$ cat src/rtl/sram_1p_ctrl.sv
// Single-port SRAM controller: clears the array after reset, then arbitrates
// one write/read request pair per cycle with write priority and a read starvation guard.
module sram_1p_ctrl #(
    parameter int DEPTH        = 256,
    parameter int ADDR_W       = 8,
    parameter int DATA_W       = 13,
    parameter int STARVE_LIMIT = 4
) (
    input  logic              clock,
    input  logic              reset,
    input  logic              w_valid,
    output logic              w_ready,
    input  logic [ADDR_W-1:0] w_addr,
    input  logic [DATA_W-1:0] w_data,
    input  logic              r_valid,
    output logic              r_ready,
    input  logic [ADDR_W-1:0] r_addr,
    output logic              resp_valid,
    output logic [DATA_W-1:0] resp_data,
    output logic              init_done,
    output logic              sram_en,
    output logic              sram_wmode,
    output logic [ADDR_W-1:0] sram_addr,
    output logic [DATA_W-1:0] sram_wdata,
    input  logic [DATA_W-1:0] sram_rdata
);

    localparam int STARVE_W = $clog2(STARVE_LIMIT + 1);
    localparam logic [ADDR_W:0]     INIT_LAST  = (ADDR_W + 1)'(DEPTH - 1);
    localparam logic [STARVE_W-1:0] STARVE_MAX = STARVE_W'(STARVE_LIMIT);

    typedef enum logic {
        INIT,
        RUN
    } state_t;

    state_t              state;
    state_t              state_next;
    logic [ADDR_W:0]     init_cnt;
    logic [ADDR_W:0]     init_cnt_next;
    logic [STARVE_W-1:0] starve_cnt;
    logic [STARVE_W-1:0] starve_next;
    logic                force_read;
    logic                write_win;
    logic                read_win;
    logic                read_hs;

    always_ff @(posedge clock) begin
        if (reset) begin
            state      <= INIT;
            init_cnt   <= '0;
            starve_cnt <= '0;
            init_done  <= 1'b0;
            resp_valid <= 1'b0;
        end else begin
            state      <= state_next;
            init_cnt   <= init_cnt_next;
            starve_cnt <= starve_next;
            init_done  <= (state_next == RUN);
            resp_valid <= read_hs;
        end
    end

    // A read that has lost STARVE_LIMIT times in a row overrides write priority.
    assign force_read = r_valid && (starve_cnt == STARVE_MAX);
    assign write_win  = w_valid && !force_read;
    assign read_win   = r_valid && !write_win;

    always_comb begin
        state_next    = state;
        init_cnt_next = init_cnt;
        starve_next   = starve_cnt;
        w_ready       = 1'b0;
        r_ready       = 1'b0;
        read_hs       = 1'b0;
        sram_en       = 1'b0;
        sram_wmode    = 1'b0;
        sram_addr     = '0;
        sram_wdata    = '0;

        case (state)
            INIT: begin
                sram_en       = 1'b1;
                sram_wmode    = 1'b1;
                sram_addr     = init_cnt[ADDR_W-1:0];
                init_cnt_next = init_cnt + 1'b1;
                if (init_cnt == INIT_LAST) begin
                    state_next = RUN;
                end
            end
            RUN: begin
                w_ready    = !force_read;
                r_ready    = !w_valid || force_read;
                read_hs    = read_win;
                sram_en    = write_win || read_win;
                sram_wmode = write_win;
                sram_addr  = write_win ? w_addr : r_addr;
                sram_wdata = write_win ? w_data : '0;
                if (read_win || !r_valid) begin
                    starve_next = '0;
                end else if (write_win && starve_cnt != STARVE_MAX) begin
                    starve_next = starve_cnt + 1'b1;
                end
            end
            default: begin
                state_next = INIT;
            end
        endcase

        // Nothing reaches the SRAM or the requesters while reset is held.
        if (reset) begin
            sram_en = 1'b0;
            w_ready = 1'b0;
            r_ready = 1'b0;
            read_hs = 1'b0;
        end
    end

    assign resp_data = sram_rdata;

endmodule

$ cat config.mk
export PLATFORM = sky130hd
export DESIGN_NAME = sram_1p_ctrl
export DESIGN_NICKNAME = d
export VERILOG_FILES = /design/src/rtl/sram_1p_ctrl.sv
export SDC_FILE = /design/constraint.sdc
export NUM_CORES = 1
export LEC_CHECK = 0
export ABC_AREA = 1
export CAP_MARGIN = 40
export CORE_UTILIZATION = 60
export DETAILED_ROUTE_END_ITERATION = 8
export DONT_BUFFER_PORTS = 1
export PLACE_DENSITY = 0.85
export RECOVER_POWER = 50
export SYNTH_ARGS = -nofsm -noshare
export SYNTH_HDL_FRONTEND = slang
export SYNTH_SLANG_ARGS = --single-unit
$ cat constraint.sdc
create_clock -name clock -period 1.5 [get_ports clock]
set_input_delay 0.15 -clock clock [delete_from_list [all_inputs] [get_ports clock]]
set_output_delay 0.15 -clock clock [all_outputs]
set_load 0.05 [all_outputs]
==> results of run 1 <==
==> stage by stage <==
stage	hold WS [ns]	area, µm²
floorplan	0.248	1160
global placement	0.217	1410
detailed placement	0.219	1410
==> logic make-up after synthesis <==
| group | share of synthesized area |
|---|---|
| buf+inv | 0.192 |
| compound gates | 0.0588 |
| flops | 0.263 |
| simple gates | 0.423 |
| fa+ha+maj | 0.0470 |
| xor+xnor | 0.0165 |
==> synth_stat cells <==
cell type  count  area (µm²)
nand3_1       10        50.1
buf_4         14         105
nand2_1       50         188
inv_1         16        60.1
buf_6          1        11.3
nand2_4        2        22.5
o211ai_1       1        7.51
xnor2_1        1        8.76
nor3_1         4        20.0
o21ai_0        5        25.0
buf_2          2        10.0
clkbuf_1       1        3.75
nor2_1        27         101
nor2_4         3        33.8
dfxtp_1       14         280
ha_1           4        50.1
nand3_2        1        10.0
or2_1          1        6.26
inv_4          1        6.26
a21oi_1        6        30.0
xor2_1         1        8.76
inv_2          2        7.51
nand4_1        2        12.5
nand2_2        1        6.26
==> results.sh, run 1 <==
export IMPL_status="did not finish"
export IMPL_failing_step="4_1_cts"
export IMPL_tool_error="[ERROR DPL-0033] detailed placement checks failed during check placement."
export IMPL_yosysSeqAreaShare=0.263
export IMPL_dieHeight_um=44.1
export IMPL_gp_congestion=0.806
export IMPL_die_width_um=44.1
export IMPL_cts_hold_buffers=2
export IMPL_synthCells=170
export IMPL_dp_cells=189
export IMPL_clock_sinks=14
export IMPL_io_buffers=0
export IMPL_synth_nets=220
export IMPL_yosysWarningCount=0
export IMPL_synth_ff_latch_count=14
export IMPL_pre_cts_ws_ns=-0.0758
export IMPL_cts_resized_gates=23
export IMPL_cts_buffers_inserted=3
export IMPL_htree_levels=1
export IMPL_avgSynthCellArea_um2=6.26
export IMPL_clock_path_buffers=2
export IMPL_synth_area_um2=1060
export IMPL_core_rowCount=14
export IMPL_start_util=0.675
export IMPL_hpwl_mm=2.68
export IMPL_cts_post_setup_buffers_inserted=1
export IMPL_yosysUniqueCellTypes=24
export IMPL_num_io_pins=86
export IMPL_root_buffer="clkbuf_4"
==> inputs of run 2 (changes only) <==
- CORE_AREA: default -> 2 2 63 65
- CORE_UTILIZATION: 60 -> default
- DIE_AREA: default -> 0 0 65 67
- PLACE_DENSITY: 0.85 -> default
- PLACE_DENSITY_LB_ADDON: default -> 0.15
==> results.sh, run 2 <==
export IMPL_ff_latch_area_um2=285
export IMPL_critPathSlowestCell="dfxtp_2"
export IMPL_final_cell_mix="nand2_1, buf_12, inv_1, nor2_2"
export IMPL_die_width_um=65
export IMPL_timing_critical_path_from="starve_cnt[0]$_SDFFE_PP0P_"
export IMPL_clk_pin_slew_ns=0.06
export IMPL_slew_headroom=0.679
export IMPL_dieHeight_um=67
export IMPL_criticalPathCategory="reg2out"
export IMPL_timing_final_ws_setup_ns=-0.147
export IMPL_synth_ff_latch_count=14
export IMPL_rrSetupSlack_ns=0.13
export IMPL_max_freq_ghz=0.607
export IMPL_worstSkewPairLatency_ns=0.24
export IMPL_clock_path_buffers=2
export IMPL_cap_violations=0
export IMPL_powerDensity_nw_per_um2=511
export IMPL_crit_arrival_ns=1.50
export IMPL_grtUsageTotal=0.139
export IMPL_yosysUniqueCellTypes=24
export IMPL_synthToLayoutAreaGrowth_pct=60.8
export IMPL_synthCells=170
export IMPL_cts_buffers_inserted=3
export IMPL_grt_pass1_vias=1046
export IMPL_instances_no_fill=234
export IMPL_ant_nets=0
export IMPL_routed_wl_mm=3.03
export IMPL_grt_max_degree=14
export IMPL_core_rowCount=22
export IMPL_cp_required_ns=1.35
export IMPL_finalSetupViolCount=23
export IMPL_synth_edf_count=0
export IMPL_yosysMostFrequentCell="nand2_1"
export IMPL_timing_final_crit_share=1.10
export IMPL_failed_checks="setup timing"
export IMPL_layout_nets=237
export IMPL_postSynth_asyncResetShare=0
export IMPL_drt_wirelength_per_cell_um=13.0
export IMPL_multi_input_area_um2=791
export IMPL_cp_end_kind="output port"
export IMPL_synth_area_um2=1060
export IMPL_fillerInstances=346
export IMPL_gp_congestion=0.812
export IMPL_synth_top_area_frac=0.263
export IMPL_path_cells="inv_2, ha_4, nand3_4, nand2_8, nor2_4, buf_6, nand2_2, nand2_2, nor2_4, buf_12"
export IMPL_r2r_start="init_cnt[1]$_SDFFE_PP0N_"
export IMPL_slowest_delay_ns=0.32
export IMPL_cts_tree="built"
export IMPL_antenna_cells=0
export IMPL_avgSynthCellArea_um2=6.26
export IMPL_hpwl_mm=2.39
export IMPL_r2r_end="init_cnt[8]$_SDFFE_PP0N_"
export IMPL_die_area_um2=4360
export IMPL_start_util=0.295
export IMPL_synthTopCellsByCount="nand2_1, nor2_1, inv_1, buf_4, dfxtp_1"
export IMPL_synth_main_ff_cell="dfxtp_1"
export IMPL_regMostFlops="init_cnt"
export IMPL_reg_largest_list="init_cnt x9, starve_cnt x3"
export IMPL_worst_pin_slew_ns=0.481
export IMPL_first_iter_violations=11
export IMPL_skew_ns=0.000961
export IMPL_core_um2=3610
export IMPL_vdd_drop_max_uv=471
export IMPL_reg2reg_depth=7
export IMPL_num_io_pins=86
export IMPL_dp_cells=223
export IMPL_vias=1076
export IMPL_synth_nets=220
export IMPL_layout_commonest_cell="nand2_1"
export IMPL_grt_pass1_wl_mm=4.78
export IMPL_io_buffers=0
export IMPL_rsz0062_at_grt="true"
export IMPL_drv_slew=0
export IMPL_antenna_found_initial=0
export IMPL_period_minus_slack_ns=1.65
export IMPL_synth_area_top_cells="dfxtp_1, nand2_1, buf_4"
export IMPL_vias_per_cell=4.60
export IMPL_worstHoldPathType="in2reg"
export IMPL_pre_cts_ws_ns=0.00618
export IMPL_largest_register_ffs=9
export IMPL_grt_overflow_total=0
export IMPL_hold_violations=0
export IMPL_root_buffer="clkbuf_8"
export IMPL_p_leak_nw=0.722
export IMPL_endpoint="sram_addr[0]"
export IMPL_clock_sinks=14
export IMPL_whs_ns=0.00221
export IMPL_crit_fanout=5
export IMPL_startpoint_type="flip-flop"
export IMPL_yosysTopAreaCell="dfxtp_1"
export IMPL_dr_pass1_iters=4
export IMPL_yosysWarningCount=0
export IMPL_htree_levels=1
export IMPL_yosysSeqAreaShare=0.263
export IMPL_drive_gt1_frac=0.425
export IMPL_drcViolationCount=0
export IMPL_status="complete, but fails checks"
[run 2: cell counts after synthesis]
No cell type changed its count.
[run 2: report_power, final]
group          leakage [nW]  internal [mW]  total [mW]  switching (mW)
registers             0.115          0.380       0.386         0.00580
logic                 0.578         0.0430       0.120          0.0770
clock network        0.0288          0.232       0.369           0.137
total                 0.722          0.655       0.875           0.220
[run 2: worst min-delay path by stage]
stage,from,to,slack (ns),cells past startpoint
3_3_place_gp,reset,state$_SDFF_PP0_,0.22,1
4_1_cts,r_valid,resp_valid$_SDFF_PP0_,0.003,2
6_report,r_valid,resp_valid$_SDFF_PP0_,0.002,2
5_1_grt,r_valid,resp_valid$_SDFF_PP0_,0.02,2
3_5_place_dp,reset,state$_SDFF_PP0_,0.22,1
2_1_floorplan,r_valid,resp_valid$_SDFF_PP0_,0.25,2
[run 2: per-layer routing]
layer  share of wire  wire length (µm)  vias to the layer above  track usage
li1                -                 -                      544            -
met1            0.39              1180                      483        0.155
met5               0                 0                        -            0
met3           0.086               261                       10       0.0321
met2            0.50              1520                       39        0.251
met4           0.023                70                        0       0.0585
[run 2: cells by family after synthesis]
group | synth area share
xor gates and xnor gates | 0.0165
buffers and inverters | 0.192
adders and majority gates | 0.0470
and+or+nand+nor | 0.423
DFF | 0.263
AOI/OAI and AO/OA | 0.0588
[run 2: final cells by class]
class,count,share of cell area
multi-input cells,119,0.462
repair buffers,30,0.258
flip-flops and latches,14,0.167
inverters,19,0.0461
well taps,48,0.0351
clock buffers,4,0.0322
[run 2: critical path: cells and delay by family, from the launching register on]
family | cells | cell delay, ns
fa+ha+maj | 1 | 0.14
buf+inv | 3 | 0.33
flops | 1 | 0.32
simple gates | 6 | 0.46
[run 2: repair_timing]
| item | in CTS | in global routing |
|---|---|---|
| hold endpoints to repair | 6 | 0 |
| setup endpoints to repair | 24 | 25 |
| hold buffers | 1 | 0 |
| pin swaps | 10 | 9 |
| resized for setup | 19 | 10 |
| setup buffers | 5 | 1 |
[run 2: per-stage QoR]
stage               instance area [µm²]  TNS, ns  utilization  power, mW
global placement                   1470        0        0.409      0.498
CTS                                1670    -2.05        0.462      0.875
detailed placement                 1470        0        0.409      0.500
global route                       1710    -3.88        0.475      0.911
finish                             1710    -2.09        0.475      0.875
floorplan                          1160   -0.908            -      0.573
(Power assumes the default switching activity.)
==> inputs of run 3 (changes only) <==
- clock period: 1.5 -> 1.4 ns (I/O delays scaled with it)
==> results.sh, run 3 (synthesis results as in run 2) <==
export IMPL_comb_power_share=0.166
export IMPL_vias=1097
export IMPL_worstHoldPathType="in2reg"
export IMPL_root_buffer="clkbuf_8"
export IMPL_antenna_cells=0
export IMPL_synthToLayoutAreaGrowth_pct=77.9
export IMPL_drcViolationCount=0
export IMPL_drive_gt1_frac=0.505
export IMPL_clk_pin_slew_ns=0.06
export IMPL_layout_commonest_cell="nand2_1"
export IMPL_core_rowCount=22
export IMPL_grtUsageTotal=0.142
export IMPL_htree_levels=1
export IMPL_critPathSlowestCell="dfxtp_2"
export IMPL_switching_share=0.267
export IMPL_wl_met3_um=298
export IMPL_reg_largest_list="init_cnt x9, starve_cnt x3"
export IMPL_grt_pass1_vias=1097
export IMPL_tns_ns=-4.10
export IMPL_drv_slew=0
export IMPL_topRoutingLayerUsed="met4"
export IMPL_timing_final_ws_setup_ns=-0.227
export IMPL_rsz0062_at_grt="true"
export IMPL_cp_top_family="simple AND/OR/NAND/NOR gates"
export IMPL_totalPowerFinal_mw=0.891
export IMPL_clock_sinks=14
export IMPL_worst_path_buf_inv=2
export IMPL_cap_violations=0
export IMPL_ant_nets=0
export IMPL_routed_wl_mm=3.12
export IMPL_wl_met1_mm=1.07
export IMPL_wl_met2_mm=1.68
export IMPL_hpwl_mm=2.56
export IMPL_finalSetupViolCount=24
export IMPL_regMostFlops="init_cnt"
export IMPL_fillerInstances=334
export IMPL_vias_per_cell=4.61
export IMPL_clock_path_buffers=2
export IMPL_largest_register_ffs=9
export IMPL_max_freq_ghz=0.615
export IMPL_startpoint_type="flip-flop"
export IMPL_criticalPathCategory="reg2out"
export IMPL_holdPathEnd="resp_valid$_SDFF_PP0_"
export IMPL_grt_max_degree=16
export IMPL_num_io_pins=86
export IMPL_p_seq_frac=0.466
export IMPL_dieHeight_um=67
export IMPL_instances_no_fill=238
export IMPL_cp_end_kind="output port"
export IMPL_drt_wirelength_per_cell_um=13.1
export IMPL_slew_headroom=0.679
export IMPL_start_util=0.295
export IMPL_dp_cells=229
export IMPL_die_width_um=65
export IMPL_p_clk_frac=0.368
export IMPL_crit_arrival_ns=1.49
export IMPL_rrSetupSlack_ns=0.01
export IMPL_power_switching_mw=0.238
export IMPL_die_area_um2=4360
export IMPL_failed_checks="setup timing"
export IMPL_core_um2=3610
export IMPL_min_path_cells=3
export IMPL_hold_violations=0
export IMPL_slowest_delay_ns=0.33
export IMPL_grt_pass1_wl_mm=4.84
export IMPL_r2r_start="starve_cnt[1]$_SDFFE_PP0P_"
export IMPL_grt_overflow_total=0
export IMPL_io_buffers=0
export IMPL_timing_final_crit_share=1.16
export IMPL_antenna_found_initial=0
export IMPL_crit_fanout=7
export IMPL_period_minus_slack_ns=1.63
export IMPL_cp_required_ns=1.26
export IMPL_cts_tree="built"
export IMPL_worst_pin_slew_ns=0.481
export IMPL_worstSkewPairLatency_ns=0.24
export IMPL_cpMostUsedCell="nand3_4"
export IMPL_first_iter_violations=14
export IMPL_r2r_end="starve_cnt[1]$_SDFFE_PP0P_"
export IMPL_path_cells="inv_2, ha_4, nand3_4, nand2_8, nor2_4, buf_12, nand2_4, nand3_4"
export IMPL_dr_pass1_iters=4
export IMPL_powerDensity_nw_per_um2=470
export IMPL_final_cell_mix="nand2_1, nor2_4, buf_12, buf_4, inv_1"
export IMPL_p_leak_nw=0.816
export IMPL_status="complete, but fails checks"
export IMPL_cts_buffers_inserted=3
export IMPL_skew_ns=0.000766
export IMPL_utilization=0.525
export IMPL_layout_nets=242
export IMPL_vdd_drop_max_uv=493
export IMPL_gp_congestion=0.786
export IMPL_cell_internal_pwr_mw=0.653
export IMPL_min_from="reset"
export IMPL_reg2reg_depth=10
export IMPL_whs_ns=0.0429
==> run 3: cell types whose count changed in the layout (fill, tap and decap cells not counted), sizes merged <==
cell / change
buf: +4
dlygate4sd3: +1
clkbuf: -1
==> run 3: cell type report <==
| class | instances | area [µm²] | area share |
|---|---|---|---|
| clock buffer | 3 | 41.3 | 0.0218 |
| inverter | 19 | 81.3 | 0.0429 |
| multi-input combinational | 119 | 921 | 0.486 |
| sequential | 14 | 287 | 0.151 |
| tap | 48 | 60.1 | 0.0317 |
| timing repair buffer | 35 | 504 | 0.266 |
==> run 3: worst max-delay path by stage <==
stage	slack (ns)	startpoint	cells past startpoint	to
after CTS	-0.24	starve_cnt[1]$_SDFFE_PP0P_	8	sram_addr[1]
after detailed placement	-0.05	starve_cnt[1]$_SDFFE_PP0P_	8	sram_wdata[8]
after global placement	-0.00008	starve_cnt[0]$_SDFFE_PP0P_	8	sram_wdata[8]
after global routing	-0.28	starve_cnt[1]$_SDFFE_PP0P_	8	sram_addr[5]
final	-0.23	starve_cnt[1]$_SDFFE_PP0P_	8	sram_addr[5]
after floorplan	-0.02	starve_cnt[0]$_SDFFE_PP0P_	8	sram_wdata[10]
==> run 3: repair_timing <==
action,4_1_cts,5_1_grt
hold endpoints to repair,7,0
pin swaps,14,6
setup buffers,1,3
hold buffers,2,0
endpoints found under the setup margin,24,27
resized for setup,31,14
==> run 3: worst reg2reg max path, stage by stage (launching register included) <==
cell and delay [ns]:
dfxtp_2 0.32, inv_2 0.06, ha_4 0.14, nand3_4 0.10
nand2_8 0.13, nor2_4 0.05, buf_4 0.13, buf_4 0.12
buf_4 0.12, nand2_1 0.05, a21oi_1 0.06
==> run 3: power by group through the flow <==
stage | sequential, mW | clock (mW) | combinational, mW
detailed placement | 0.420 | 0 | 0.136
global placement | 0.419 | 0 | 0.131
finish | 0.415 | 0.328 | 0.148
CTS | 0.411 | 0.344 | 0.147
global route | 0.416 | 0.357 | 0.162
floorplan | 0.420 | 0 | 0.205
==> run 3: layer usage <==
metal / vias up / GRT usage
li1: 555 / -
met1: 489 / 0.145
met2: 41 / 0.271
met3: 12 / 0.0355
met4: 0 / 0.0612
met5: - / 0
==> run 3: per-stage QoR <==
stage	worst slack (ns)	instance area, µm²
floorplan	-0.0208	1270
global placement	-0.0000795	1640
detailed placement	-0.0525	1640
CTS	-0.242	1830
global route	-0.281	1890
finish	-0.227	1890
==> inputs of run 4 (changes only) <==
- REMOVE_ABC_BUFFERS: default -> 1
==> results.sh, run 4 (synthesis results as in run 2) <==
export IMPL_rrSetupSlack_ns=0.04
export IMPL_dr_pass1_iters=4
export IMPL_drt_wirelength_per_cell_um=13.4
export IMPL_grtUsageTotal=0.154
export IMPL_p_leak_nw=0.775
export IMPL_synthToLayoutAreaGrowth_pct=63.7
export IMPL_regMostFlops="init_cnt"
export IMPL_path_cells="inv_2, ha_4, nand3_4, nand2_8, nand2_8, inv_8, nand2_1, nand3_2, buf_12"
export IMPL_cts_buffers_inserted=3
export IMPL_hpwl_mm=2.36
export IMPL_grt_pass1_wl_mm=5.15
export IMPL_gp_congestion=0.797
export IMPL_criticalPathCategory="reg2out"
export IMPL_worstHoldPathType="in2reg"
export IMPL_final_cell_mix="nand2_1, buf_6, nor2_1, buf_4, inv_1"
export IMPL_clock_path_buffers=2
export IMPL_antenna_cells=0
export IMPL_critPathSlowestCell="dfxtp_2"
export IMPL_drv_slew=0
export IMPL_startpoint_type="flip-flop"
export IMPL_cp_required_ns=1.26
export IMPL_fillerInstances=362
export IMPL_whs_ns=0.0328
export IMPL_layout_nets=251
export IMPL_vias=1151
export IMPL_finalSetupViolCount=25
export IMPL_grt_overflow_total=0
export IMPL_dieHeight_um=67
export IMPL_powerDensity_nw_per_um2=554
export IMPL_clk_pin_slew_ns=0.07
export IMPL_slowest_delay_ns=0.32
export IMPL_drcViolationCount=0
export IMPL_crit_arrival_ns=1.48
export IMPL_max_freq_ghz=0.619
export IMPL_ant_nets=0
export IMPL_grt_max_degree=16
export IMPL_clock_sinks=14
export IMPL_cp_top_family="simple AND/OR/NAND/NOR gates"
export IMPL_min_from="reset"
export IMPL_instances_no_fill=248
export IMPL_largest_register_ffs=9
export IMPL_reg2reg_depth=9
export IMPL_cts_tree="built"
export IMPL_htree_levels=1
export IMPL_failed_checks="setup timing"
export IMPL_worst_path_buf_inv=3
export IMPL_core_um2=3610
export IMPL_io_buffers=0
export IMPL_timing_final_ws_setup_ns=-0.217
export IMPL_r2r_start="starve_cnt[0]$_SDFFE_PP0P_"
export IMPL_vdd_drop_max_uv=669
export IMPL_worstSkewPairLatency_ns=0.25
export IMPL_hold_violations=0
export IMPL_drive_gt1_frac=0.500
export IMPL_crit_fanout=7
export IMPL_die_area_um2=4360
export IMPL_routed_wl_mm=3.33
export IMPL_grt_pass1_vias=1148
export IMPL_cap_violations=0
export IMPL_die_width_um=65
export IMPL_reg_largest_list="init_cnt x9, starve_cnt x3"
export IMPL_cpMostUsedCell="nand2_8"
export IMPL_dp_cells=236
export IMPL_antenna_found_initial=0
export IMPL_slew_headroom=0.683
export IMPL_core_rowCount=22
export IMPL_period_minus_slack_ns=1.62
export IMPL_holdPathEnd="resp_valid$_SDFF_PP0_"
export IMPL_num_io_pins=86
export IMPL_rsz0062_at_grt="true"
export IMPL_skew_ns=0.00447
export IMPL_layout_commonest_cell="nand2_1"
export IMPL_timing_final_crit_share=1.15
export IMPL_first_iter_violations=26
export IMPL_vias_per_cell=4.64
export IMPL_root_buffer="clkbuf_8"
export IMPL_status="complete, but fails checks"
export IMPL_worst_pin_slew_ns=0.475
export IMPL_min_path_cells=3
export IMPL_start_util=0.295
export IMPL_pre_cts_ws_ns=-0.0844
export IMPL_r2r_end="starve_cnt[1]$_SDFFE_PP0P_"
export IMPL_cp_end_kind="output port"
## run 4: changes by cell type in the layout (fill, tap and decap cells not counted), sizes merged
cell / previous run / this run
buf: 33 / 41
clkbuf: 3 / 4
nor2: 30 / 31
## run 4: cell type report
class	count	area [µm²]	area share
multi-input combinational	120	747	0.429
timing repair buffer	43	508	0.291
sequential	14	287	0.164
inverter	19	86.3	0.0495
tap	48	60.1	0.0345
clock buffer	4	55.1	0.0316
## run 4: per-layer routing
layer / vias up / track usage / share of wire
li1: 575 / - / -
met1: 533 / 0.167 / 0.37
met2: 39 / 0.268 / 0.53
met3: 4 / 0.0929 / 0.091
met4: 0 / 0.00798 / 0.0087
met5: - / 0 / 0
## run 4: power breakdown
group | leakage (nW) | internal (mW) | switching (mW) | total, mW
combinational | 0.631 | 0.0621 | 0.0870 | 0.149
sequential | 0.115 | 0.407 | 0.00558 | 0.413
clock | 0.0288 | 0.249 | 0.155 | 0.404
total | 0.775 | 0.718 | 0.247 | 0.965
## run 4: worst max-delay path by stage
stage	from	to	cells after the start
after floorplan	state$_SDFF_PP0_	sram_wdata[0]	2
after global placement	starve_cnt[0]$_SDFFE_PP0P_	sram_addr[0]	9
after detailed placement	starve_cnt[0]$_SDFFE_PP0P_	sram_addr[3]	8
after CTS	starve_cnt[0]$_SDFFE_PP0P_	sram_addr[6]	8
after global routing	starve_cnt[0]$_SDFFE_PP0P_	sram_addr[0]	9
final	starve_cnt[1]$_SDFFE_PP0P_	sram_addr[2]	9
## run 4: repair_timing
action | 4_1_cts | 5_1_grt
hold buffers | 2 | 0
gates resized for setup | 47 | 27
setup endpoints to repair | 26 | 27
cloned | 1 | 0
setup buffers | 3 | 2
pin swaps | 9 | 7
endpoints found under the hold margin | 7 | 0
## run 4: through the flow
stage,util,cell area [µm²],TNS [ns],power [mW]
2_1_floorplan,-,935,-13.66,0.496
3_3_place_gp,0.382,1380,-0.0135,0.543
3_5_place_dp,0.382,1380,-0.901,0.544
4_1_cts,0.457,1650,-4.78,0.965
5_1_grt,0.483,1740,-6.01,1.00
6_report,0.483,1740,-4.46,0.965
## run 4: tightest hold or removal path: stages
cell and delay (ns):
nor2_4 0.03, nand2_1 0.04, inv_1 0.03
